**src/rtl/dft_pkg.sv**
```systemverilog
// Shared types and defaults for the direct-DFT sequencer.
package dft_pkg;

  localparam int unsigned DFT_AW      = 12;
  localparam int unsigned DFT_MAX_N   = 4096;
  // Deepest supported accumulator delay line (PIPE_LAT upper bound)
  localparam int unsigned ACC_DLY_MAX = 7;
  localparam int unsigned DRAIN_W     = $clog2(ACC_DLY_MAX + 1);

  typedef enum logic [2:0] {
    S_IDLE,
    S_WAIT_LOAD,
    S_ISSUE,
    S_DRAIN,
    S_WRITE,
    S_DONE
  } seq_state_t;

  // One stage of the accumulator-control delay line
  typedef struct packed {
    logic en;
    logic first;
  } acc_tap_t;

endpackage

```
**src/rtl/dft_mod_step.sv**
```systemverilog
// Modular twiddle step: (tw + k) mod n, for tw, k < n, without a multiplier.
module dft_mod_step
  import dft_pkg::*;
#(
  parameter int unsigned AW = DFT_AW
) (
  input  logic [AW-1:0] tw_i,
  input  logic [AW-1:0] k_i,
  input  logic [AW-1:0] n_i,
  output logic [AW-1:0] step_c_o
);

  logic [AW:0] sum_c;

  // One conditional subtract suffices since tw + k < 2n
  always_comb begin
    sum_c = {1'b0, tw_i} + {1'b0, k_i};
    if (sum_c >= {1'b0, n_i}) begin
      sum_c = sum_c - {1'b0, n_i};
    end
    step_c_o = sum_c[AW-1:0];
  end

endmodule

```
**src/rtl/dft_sequencer.sv**
```systemverilog
// Direct-DFT sequencer: sweeps n for every bin k, drives reads, twiddle
// index, accumulator control and one result write per bin.
module dft_sequencer
  import dft_pkg::*;
#(
  parameter int unsigned AW       = DFT_AW,
  parameter int unsigned MAX_N    = DFT_MAX_N,
  parameter int unsigned PIPE_LAT = 2
) (
  input  logic          clk,
  input  logic          rst,
  input  logic          start,
  input  logic [AW-1:0] samp_number,
  input  logic          data_loaded,
  output logic          load_nCompute,
  output logic          busy,
  output logic          rd_en,
  output logic [AW-1:0] rd_addr,
  output logic [AW-1:0] tw_idx,
  output logic          acc_en,
  output logic          acc_first,
  output logic          wr_en,
  output logic [AW-1:0] wr_addr,
  output logic          calc_end,
  output logic          err
);

  seq_state_t         state_q;
  logic [AW-1:0]      n_q, k_q, tw_q, nlen_q;
  logic [AW-1:0]      tw_d;
  logic [DRAIN_W-1:0] drain_q;
  logic               rd_en_q, wr_en_q, calc_end_q, err_q, busy_q, load_q;
  acc_tap_t           dly_q [PIPE_LAT];

  logic samp_ok_c, last_n_c, last_k_c;

  assign samp_ok_c = (samp_number >= AW'(2)) && (32'(samp_number) <= MAX_N);
  assign last_n_c  = (n_q == nlen_q - AW'(1));
  assign last_k_c  = (k_q == nlen_q - AW'(1));

  dft_mod_step #(.AW(AW)) u_step (
    .tw_i     (tw_q),
    .k_i      (k_q),
    .n_i      (nlen_q),
    .step_c_o (tw_d)
  );

  // Sequencer state, sweep counters and registered strobes
  always_ff @(posedge clk) begin
    if (rst) begin
      state_q    <= S_IDLE;
      n_q        <= '0;
      k_q        <= '0;
      tw_q       <= '0;
      nlen_q     <= '0;
      drain_q    <= '0;
      rd_en_q    <= 1'b0;
      wr_en_q    <= 1'b0;
      calc_end_q <= 1'b0;
      err_q      <= 1'b0;
      busy_q     <= 1'b0;
      load_q     <= 1'b1;
    end else begin
      wr_en_q    <= 1'b0;
      calc_end_q <= 1'b0;
      err_q      <= 1'b0;
      unique case (state_q)
        S_IDLE: begin
          if (start) begin
            if (samp_ok_c) begin
              nlen_q  <= samp_number;
              busy_q  <= 1'b1;
              state_q <= S_WAIT_LOAD;
            end else begin
              err_q <= 1'b1;
            end
          end
        end
        S_WAIT_LOAD: begin
          if (data_loaded) begin
            state_q <= S_ISSUE;
            k_q     <= '0;
            n_q     <= '0;
            tw_q    <= '0;
            rd_en_q <= 1'b1;
            load_q  <= 1'b0;
          end
        end
        S_ISSUE: begin
          if (last_n_c) begin
            state_q <= S_DRAIN;
            rd_en_q <= 1'b0;
            drain_q <= '0;
          end else begin
            n_q  <= n_q + AW'(1);
            tw_q <= tw_d;
          end
        end
        S_DRAIN: begin
          if (drain_q == DRAIN_W'(PIPE_LAT - 1)) begin
            state_q <= S_WRITE;
            wr_en_q <= 1'b1;
          end else begin
            drain_q <= drain_q + DRAIN_W'(1);
          end
        end
        S_WRITE: begin
          if (last_k_c) begin
            state_q    <= S_DONE;
            calc_end_q <= 1'b1;
            load_q     <= 1'b1;
          end else begin
            state_q <= S_ISSUE;
            k_q     <= k_q + AW'(1);
            n_q     <= '0;
            tw_q    <= '0;
            rd_en_q <= 1'b1;
          end
        end
        S_DONE: begin
          state_q <= S_IDLE;
          busy_q  <= 1'b0;
        end
        default: state_q <= S_IDLE;
      endcase
    end
  end

  // Accumulator controls trail the read strobe by exactly PIPE_LAT cycles
  always_ff @(posedge clk) begin
    if (rst) begin
      for (int i = 0; i < int'(PIPE_LAT); i++) dly_q[i] <= '0;
    end else begin
      dly_q[0] <= '{en: rd_en_q, first: rd_en_q && (n_q == '0)};
      for (int i = 1; i < int'(PIPE_LAT); i++) dly_q[i] <= dly_q[i-1];
    end
  end

  assign load_nCompute = load_q;
  assign busy          = busy_q;
  assign rd_en         = rd_en_q;
  assign rd_addr       = n_q;
  assign tw_idx        = tw_q;
  assign acc_en        = dly_q[PIPE_LAT-1].en;
  assign acc_first     = dly_q[PIPE_LAT-1].first;
  assign wr_en         = wr_en_q;
  assign wr_addr       = k_q;
  assign calc_end      = calc_end_q;
  assign err           = err_q;

endmodule
```
**config.mk**
```make
export PLATFORM = sky130hd
export DESIGN_NAME = dft_sequencer
export DESIGN_NICKNAME = d
export VERILOG_FILES = /design/src/rtl/dft_pkg.sv /design/src/rtl/dft_mod_step.sv /design/src/rtl/dft_sequencer.sv
export SDC_FILE = /design/constraint.sdc
export NUM_CORES = 1
export LEC_CHECK = 0
export CAP_MARGIN = 20
export CORE_ASPECT_RATIO = 0.8
export CORE_MARGIN = 1
export CORE_UTILIZATION = 40
export DETAILED_ROUTE_END_ITERATION = 6
export PLACE_DENSITY = 0.69
export RECOVER_POWER = 100
export SLEW_MARGIN = 20
export SYNTH_ARGS = -nofsm -noshare
export SYNTH_HDL_FRONTEND = slang
export SYNTH_HIERARCHICAL = 1
export SYNTH_SLANG_ARGS = --single-unit
```
**constraint.sdc**
```tcl
create_clock -name clk -period 3.74 [get_ports clk]
set_input_delay 0.935 -clock clk [delete_from_list [all_inputs] [get_ports clk]]
set_output_delay 0.935 -clock clk [all_outputs]
set_load 0.02 [all_outputs]
```
# Word-level counts from Yosys, hierarchy flattened

Memories as Yosys holds them, arrays and structs flattened.
Index checks and enable logic that the tools add are counted.
W data, S select, Z words.

Bits in registers: 60
RAM bits: 4
Output and inout port bits: 44
Word-level logic and storage cells: 99
Memories kept: 1

Memories:

| memory | depth | bits a word | rd ports | clocked after memory_dff | write ports | line                | text |
|---|---|---|---|---|---|---|---|
| dly_q  | 2     | 2           | 2        | 0                        | 2           | dft_sequencer.sv:33 | `acc_tap_t dly_q [PIPE_LAT];` |

$add $sub $neg: 6
Magnitude comparators: 2
Eq/ne operators: 17
Mux-type cells: 37
Bitwise operators: 6
Reductions and logical operators: 18

Operators with widths:

| cell                    | number |
|---|---|
| $mux W12                | 6 |
| $pmux W12 S3            | 2 |
| $add A12 B1 Y12 const B | 2 |
| $eq A12 B12 Y1          | 2 |
| $mux W3                 | 8 |
| $pmux W12 S2            | 1 |
| $ne A2 B2 Y1 const B    | 9 |
| $pmux W3 S5             | 1 |
| $reduce_and A3 Y1       | 5 |
| $add A12 B12 Y13        | 1 |
| $ge A13 B12 Y1          | 1 |
| $mux W1                 | 13 |
| $ge A12 B2 Y1 const B   | 1 |
| $logic_not A12 Y1       | 1 |
| $sub A12 B1 Y12 const B | 1 |
| $sub A12 B12 Y12        | 1 |
| $reduce_and A4 Y1       | 2 |
| $eq A3 B1 Y1 const B    | 2 |
| $eq A3 B2 Y1 const B    | 2 |
| $eq A3 B3 Y1 const B    | 2 |
| $pmux W3 S2             | 1 |
| $reduce_bool A2 Y1      | 3 |
| $reduce_and A5 Y1       | 1 |
| $mux W2                 | 2 |
| other kinds (10)        | 16 |

# Logic depth before layout (Yosys ltp)

Gate-level depths: netlist of the first run.

Word-level depth: 5
Mapped depth: 17
Depth with buffers taken out: 16

# Cells and area by module

Netlist of the first run, hierarchy kept.

Modules (own cells, without submodules):

| module        | instances | cells each | area an instance (sq um) | seq. area each (sq um) |
|---|---|---|---|---|
| dft_sequencer | 1         | 421        | 3587.2                   | 1281.2 |
| dft_mod_step  | 1         | 161        | 1273.7                   | 0.0 |

# Least setup slack after synthesis of the first run

Ideal clock, no wire load.

Path kind: flip-flop to flip-flop
From: register k_q[0], in the netlist wr_addr[0]
To: register tw_q[10], in the netlist tw_idx[10]
Arrival time: 3.642 ns
Data required time: 3.612 ns
Path slack: -0.030 ns
Stages on the path, launching flop included: 17
Buffers on the path: 1
Clock period less this slack: 3.770 ns
Cell sequence: dfxtp_1 ha_1 fa_1 a211oi_2 o21a_1 or2_1 a21boi_0 ha_1 a21oi_1 nand2_1 o2111ai_1 nand3_1 a22o_4 buf_6 mux2_4 mux2i_1 nor2_1

Cells in the longest elaborated chain, start to end: 5
Elaborated cells between the ends (all ways): 9
Those cells by class: add/sub: 2; order compare: 1; eq/ne: 2; mux: 3; reduce/logical: 1

RTL lines:

| item                                               | line                                   | text |
|---|---|---|
| start: declaration                                 | dft_sequencer.sv:29                    | `logic [AW-1:0] n_q, k_q, tw_q, nlen_q;` |
| start signal: assignment                           | dft_sequencer.sv:114                   | `k_q <= k_q + AW'(1);` |
| $add A12 B12 Y13 (*)                               | dft_mod_step.sv:17                     | `sum_c = {1'b0, tw_i} + {1'b0, k_i};` |
| $sub A12 B12 Y12 or $ge A13 B12 Y1 (tied branches) | dft_mod_step.sv:19, dft_mod_step.sv:18 |  |
| $mux W12 (*)                                       | dft_mod_step.sv:18                     | `if (sum_c >= {1'b0, n_i}) begin` |
| net tw_d[10]                                       | dft_sequencer.sv:30                    | `logic [AW-1:0] tw_d;` |
| $mux W12 (*)                                       | dft_sequencer.sv:90                    | `if (last_n_c) begin` |
| $pmux W12 S3 (*)                                   | dft_sequencer.sv:67                    | `unique case (state_q)` |
| end signal: assignment                             | dft_sequencer.sv:96                    | `tw_q <= tw_d;` |
| end: declaration                                   | dft_sequencer.sv:29                    |  |

Mark *: on every way through the listed nets, which the timed path passes. The rest lies on a longest branch. The select of a mux whose other input is x is not followed.
A chain may end at the register's enable or synchronous reset.

# Worst setup path after layout of the first run

From: register tw_q[0], in the netlist tw_idx[0]
To: register tw_q[8], in the netlist tw_idx[8]

Cells in the longest elaborated chain, start to end: 5
Elaborated cells between the ends (all ways): 6
Those cells by class: add/sub: 2; order compare: 1; mux: 3

RTL lines:

| item                                               | line |
|---|---|
| $add A12 B12 Y13 (*)                               | dft_mod_step.sv:17 |
| $sub A12 B12 Y12 or $ge A13 B12 Y1 (tied branches) | dft_mod_step.sv:19, dft_mod_step.sv:18 |
| $mux W12 (*)                                       | dft_mod_step.sv:18 |
| net tw_d[8]                                        | dft_sequencer.sv:30 |
| $mux W12 (*)                                       | dft_sequencer.sv:90 |
| $pmux W12 S3 (*)                                   | dft_sequencer.sv:67 |

Marks and branches as above.

==> impl_metrics.ini, run 1 <==
[outcome]
outcome = complete, but fails checks
failing_checks = DRC, setup timing

[detailed_routing]
initialDrtViolationCount = 281
detail_route.first_pass.iterations = 7
wire_per_inst_um = 17.19
drt_wl_total_mm = 13.92
drtAntennaViolNets = 0
drcViolationCount = 5
dr_vias_cell = 5.720
routed-via-count = 4633

[yosys]
synth.net_count = 630
netlist-cell-type-count = 71
synth_edf_count = 0
dominant_combinational_cell_family_by_area_after_synthesis = simple AND/OR/NAND/NOR gates
adder_cell_share_of_the_synthesized_area_pct = 8.546
synth-main-ff-cell = dfxtp_1
synth_warnings = 6
synth-xor-area-share_pct = 9.858
postSynthRegisterBits = 64
yosys.area_share.simple_pct = 23.68
muxShareOfSynthArea_pct = 9.627
synth_compound_area_share_pct = 16.89
synth.avg_cell_area_um2 = 8.352
synthesis.area_mm2 = 0.004861
postSynthCellCount = 582
synthArstFlopShare_pct = 0
sequential_cell_area_fraction_in_the_yosys_report_pct = 26.36

[worst_hold_path]
hold_path_class = reg -> reg
hold_path_startpoint = drain_q[2]

[worst_setup_path]
critPathLaunchType = flop
crit_required_ps = 3960
crit_type = reg -> reg
largest_stage_delay_on_the_critical_path_ps = 370
crit_chain = ha_4 -> fa_2 -> a211oi_2 -> o21a_1 -> o31ai_2 -> a21oi_1 -> xnor2_1 -> ha_1 -> a2111oi_4 -> o31a_1 -> nand3_2 -> a22o_4 -> mux2_4 -> mux2i_2 -> nor2_1
cpMaxStageDelayCell = fa_2
timing.critical_path.max_delay_family = compound AO/OA/AOI/OAI gates
worstPathBufferInverterCount = 0
startpoint = tw_idx[0]
critPathArrivalTime_ps = 4000
worstSetupEndpointType = flop
regToRegStartpoint = tw_idx[0]
timing.critical_path.fanout_max = 6

[timing]
finalHoldWorstSlack_ps = 423.7
clock_skew_ps = 4.568
grt_setup_unrepaired = true
final_max_slew_viol_count = 0
timing.final.ws_setup_ps = -37.94
period_utilisation_layout_pct = 101.0
setup-violations-final = 4
hold_viol_final = 0
fmax_mhz = 264.7
timing.slew.headroom_pct = 22.77
final.min_clock_period_ps = 3778
worstMarginPinSlew_ps = 1158

[finish]
final_layout_size_suffix_gt1_share_pct = 12.84
syn2layout_area_growth_pct = 25.71
fin_cells = 810
num-fill-cells = 1059
final_instance_area_mm2 = 0.006111
final_net_count = 705
n_antenna_cell = 0

[power]
powerDensity_mw_per_mm2 = 807.8
power.leakage_uw = 0.002500
power_uw = 4936
peakVddDrop_mv = 0.7993

[die]
pin_count = 60
initial_utilization_pct = 41.57
row_count = 35
core_mm2 = 0.01169
die_width_um = 125.3
die-height_um = 100.6
die_footprint_mm2 = 0.01260

[global_routing]
grt_util_all_layers_pct = 22.70
grt_first_pass_wirelength_mm = 22.23
grt_antenna_before_repair = 0
grt_pass1_vias = 4341
total_grt_overflow = 0
pin_count_of_the_biggest_net_entering_global_routing = 27

[clocking]
cts_tree = yes
clock-sinks = 64
cts-root-buf = clkbuf_16
worst_setup_hold_path_clk_slew_ps = 60
cts-buffers-inserted = 9
worstSkewPairLatency_ps = 340
htree_num_levels = 3
clk_path_buf_depth = 2

[placement]
place.detailed.hpwl_mm = 10.42
dpl_worst_slack_ps = -55.48
place_inst = 790
finalWeightedCongestion = 0.8891
placedInstanceArea_mm2 = 0.005713
count_of_input_and_output_buffers = 59

[run]
maxCapViolations = 0
worst register-to-register path: stages (launching register included):
cell	delay [ps]
dfxtp_2	340
ha_4	170
fa_2	370
a211oi_2	250
o21a_1	190
o31ai_2	70
a21oi_1	190
xnor2_1	190
ha_1	320
a2111oi_4	360
o31a_1	220
nand3_2	140
a22o_4	320
mux2_4	320
mux2i_2	150
nor2_1	70
path summary, 6_finish.rpt:
| check | slack (ps) | to | cells after the start |
|---|---|---|---|
| setup reg to reg | -40 | tw_idx[8] | 15 |
| hold reg to reg | 420 | wr_en | 1 |
| hold / removal | 420 | wr_en | 1 |
| setup / recovery | -40 | tw_idx[8] | 15 |
kinds of logic (layout without fill, tap and decap cells):
family	count (synthesis)	count (layout)
compound gates	118	119
xor+xnor	50	50
fa+ha+maj	32	32
buf+inv	57	136
flops	64	64
mux	42	42
simple gates	219	219
synthesized netlist by cell type, drive strengths merged (8+ instances only):
library cell | count | area [µm²]
mux2i | 31 | 310.3
buf | 9 | 65.06
nor2 | 69 | 259.0
clkbuf | 17 | 63.81
dfxtp | 64 | 1281
ha | 30 | 375.4
xor2 | 17 | 148.9
nand2b | 14 | 87.58
or3 | 11 | 68.82
xnor2 | 30 | 262.8
inv | 31 | 116.4
o21ai | 22 | 110.1
nor3 | 21 | 120.1
nand3 | 10 | 50.05
nor2b | 9 | 56.30
nand4 | 8 | 50.05
nand2 | 34 | 127.6
a21oi | 34 | 173.9
mux2 | 11 | 157.7
registers in the layout (all words and copies together), names as in the netlist, 3 cells and up:
name and cells:
dly_q 4, rd_addr 12, wr_addr 12, tw_idx 12, nlen_q 12, state_q 3
drain_q 3
metrics by stage:
stage	setup TNS (ps)	utilization, %
6_report	-63.22	52.26
5_1_grt	-1641	52.26
4_1_cts	0	51.66
3_5_place_dp	-378.0	48.86
3_3_place_gp	0	48.86
2_1_floorplan	0	-
cell type report:
| class | count | area, µm² | area share (%) |
|---|---|---|---|
| repair buffers | 89 | 815.8 | 13.35 |
| well taps | 148 | 185.2 | 3.030 |
| flip-flops and latches | 64 | 1284 | 21.01 |
| clock buffers | 10 | 239.0 | 3.911 |
| inverters | 31 | 116.4 | 1.904 |
| multi-input cells | 462 | 3412 | 55.84 |
| clock inverters | 6 | 58.81 | 0.9623 |
power breakdown:
group / switching (µW) / internal (µW)
Sequential: 145 / 787
Clock: 317 / 530
Combinational: 1600 / 1560
timing repair:
action / 4_1_cts / 5_1_grt
hold buffers: 0 / 0
setup endpoints to repair: 11 / 12
gates cloned: 1 / 0
buffers inserted: 1 / 2
pin swaps: 4 / 11
gates resized for setup: 4 / 14
cells in the final DEF (no fill, tap or decap), types with 18 or more instances in the layout:
cell and count:
nor2_1 69, dfxtp_1 62, clkdlybuf4s50_1 42, nand2_1 34, a21oi_1 33, inv_1 31
xnor2_1 30, mux2i_1 29, ha_1 29, buf_4 28, nor3_1 18
layer usage:
layer,global-route usage (%),wire (µm),vias up
met2,34.81,6042,165
met1,31.40,6830,2205
met5,0,0,-
met3,4.936,847,18
met4,8.068,201,0
li1,-,-,2245
(Power assumes the default switching activity.)
==> inputs of run 2 (changes only) <==
--- a/config.mk
+++ b/config.mk
@@ -10,6 +10,7 @@
 export CORE_MARGIN = 1
 export CORE_UTILIZATION = 40
 export DETAILED_ROUTE_END_ITERATION = 6
+export MAX_ROUTING_LAYER = met4
 export PLACE_DENSITY = 0.69
 export RECOVER_POWER = 100
 export SLEW_MARGIN = 20
==> impl_metrics.ini, run 2 (same netlist as run 1, synthesis figures left out) <==
[outcome]
outcome = complete, but fails checks
failing_checks = DRC

[clocking]
cts-root-buf = clkbuf_16
cts_tree = yes
htree_num_levels = 3
clock-sinks = 64
cts-buffers-inserted = 9
clk_path_buf_depth = 2
worst_setup_hold_path_clk_slew_ps = 50
worstSkewPairLatency_ps = 340

[worst_setup_path]
critPathLaunchType = flop
startpoint = tw_idx[0]
critPathArrivalTime_ps = 3890
regToRegStartpoint = tw_idx[0]
worstSetupEndpointType = flop
timing.critical_path.fanout_max = 6
crit_type = reg -> reg
crit_required_ps = 3960

[global_routing]
grt_pass1_vias = 4433
grt_util_all_layers_pct = 23.84
grt_antenna_before_repair = 0
pin_count_of_the_biggest_net_entering_global_routing = 27
grt_first_pass_wirelength_mm = 22.69
total_grt_overflow = 0

[run]
maxCapViolations = 0

[power]
power.leakage_uw = 0.002519
peakVddDrop_mv = 0.9804
powerDensity_mw_per_mm2 = 795.9

[timing]
period_utilisation_layout_pct = 98.05
fmax_mhz = 272.7
hold_viol_final = 0
timing.slew.headroom_pct = 21.05
worstMarginPinSlew_ps = 1184
timing.final.ws_setup_ps = 72.81
clock_skew_ps = 5.722
final_total_negative_setup_slack_ps = 0
finalHoldWorstSlack_ps = 432.9
setup-violations-final = 0
final.min_clock_period_ps = 3667
final_max_slew_viol_count = 0
grt_setup_unrepaired = true

[finish]
final_cell_mix = 69 x nor2_1, 62 x dfxtp_1, 41 x clkdlybuf4s50_1, 34 x nand2_1, 32 x buf_4
commonest_non_fill_non_tap_cell_in_the_layout = nor2_1
final_net_count = 708
final_layout_size_suffix_gt1_share_pct = 13.38
n_antenna_cell = 0
syn2layout_area_growth_pct = 26.25
fin_cells = 813

[placement]
place.detailed.hpwl_mm = 10.64
count_of_input_and_output_buffers = 59
finalWeightedCongestion = 0.8822
place_inst = 791
dpl_worst_slack_ps = -51.40

[detailed_routing]
initialDrtViolationCount = 366
detail_route.first_pass.iterations = 7
drcViolationCount = 3
routed-via-count = 4724
wire_per_inst_um = 17.45
drtAntennaViolNets = 0
drt_wl_total_mm = 14.19
dr_vias_cell = 5.811

[die]
die_width_um = 125.3
core_mm2 = 0.01169
initial_utilization_pct = 41.57
die-height_um = 100.6
die_footprint_mm2 = 0.01260
pin_count = 60
row_count = 35

[worst_hold_path]
hold_path_class = reg -> reg
hold_path_startpoint = drain_q[2]
[run 2: cell count changes in the layout (fill, tap and decap cells not counted), moves of 2 or more]
cell | previous run | this run
a21oi_1 | 33 | 31
a2111oi_0 | 2 | 0
buf_4 | 28 | 32
a21oi_2 | 1 | 3
mux2i_2 | 2 | 0
mux2i_1 | 29 | 31
[run 2: path summary, 6_finish.rpt]
path	slack, ps	cells past startpoint	to
min reg2reg	430	1	wr_en
max reg2reg	70	15	tw_idx[7]
max	70	15	tw_idx[7]
min	430	1	wr_en
[run 2: metal layers]
layer	vias up	wire, µm	track usage (%)
met1	2270	6865	31.41
met4	0	154	8.255
met3	12	995	5.149
met2	187	6174	36.14
met5	-	0	-
li1	2255	-	-
[run 2: stage by stage]
step	power (µW)	util, %	instance area, µm²
floorplan	3204	-	4863
global placement	3744	48.92	5720
detailed placement	3796	48.92	5720
CTS	4793	51.93	6072
global route	5168	52.49	6137
finish	4885	52.49	6137
[run 2: what timing repair did]
item / 4_1_cts / 5_1_grt
gates resized for setup: 6 / 15
endpoints found under the setup margin: 11 / 12
hold buffers: 0 / 0
pin swaps: 3 / 12
hold endpoints to repair: 0 / 0
setup buffers: 2 / 3
cloned: 1 / 0
[run 2: cell type report]
| class | instances | area (µm²) |
|---|---|---|
| clock buffer | 10 | 239.0 |
| clock inverter | 6 | 58.81 |
| fill | 1084 | 5555 |
| inverter | 31 | 116.4 |
| multi-input combinational | 462 | 3417 |
| sequential | 64 | 1286 |
| tap | 148 | 185.2 |
| timing repair buffer | 92 | 834.6 |
[run 2: where the power goes]
| group | leakage [µW] | internal (µW) | switching [µW] |
|---|---|---|---|
| clock | 0.000152 | 529 | 309 |
| sequential | 0.000521 | 787 | 142 |
| combinational | 0.00185 | 1530 | 1590 |
| total | 0.00252 | 2840 | 2040 |
[run 2: critical path, stage by stage, from the launching register on]
cell and delay [ps]:
dfxtp_4 350, ha_4 160, fa_2 350, a211oi_2 260, o21a_1 190, o31ai_1 80, a21oi_1 170, xnor2_1 170
ha_1 320, a2111oi_4 380, o31a_1 200, nand3_2 120, a22o_4 310, mux2_4 310, mux2i_1 140, nor2_1 60
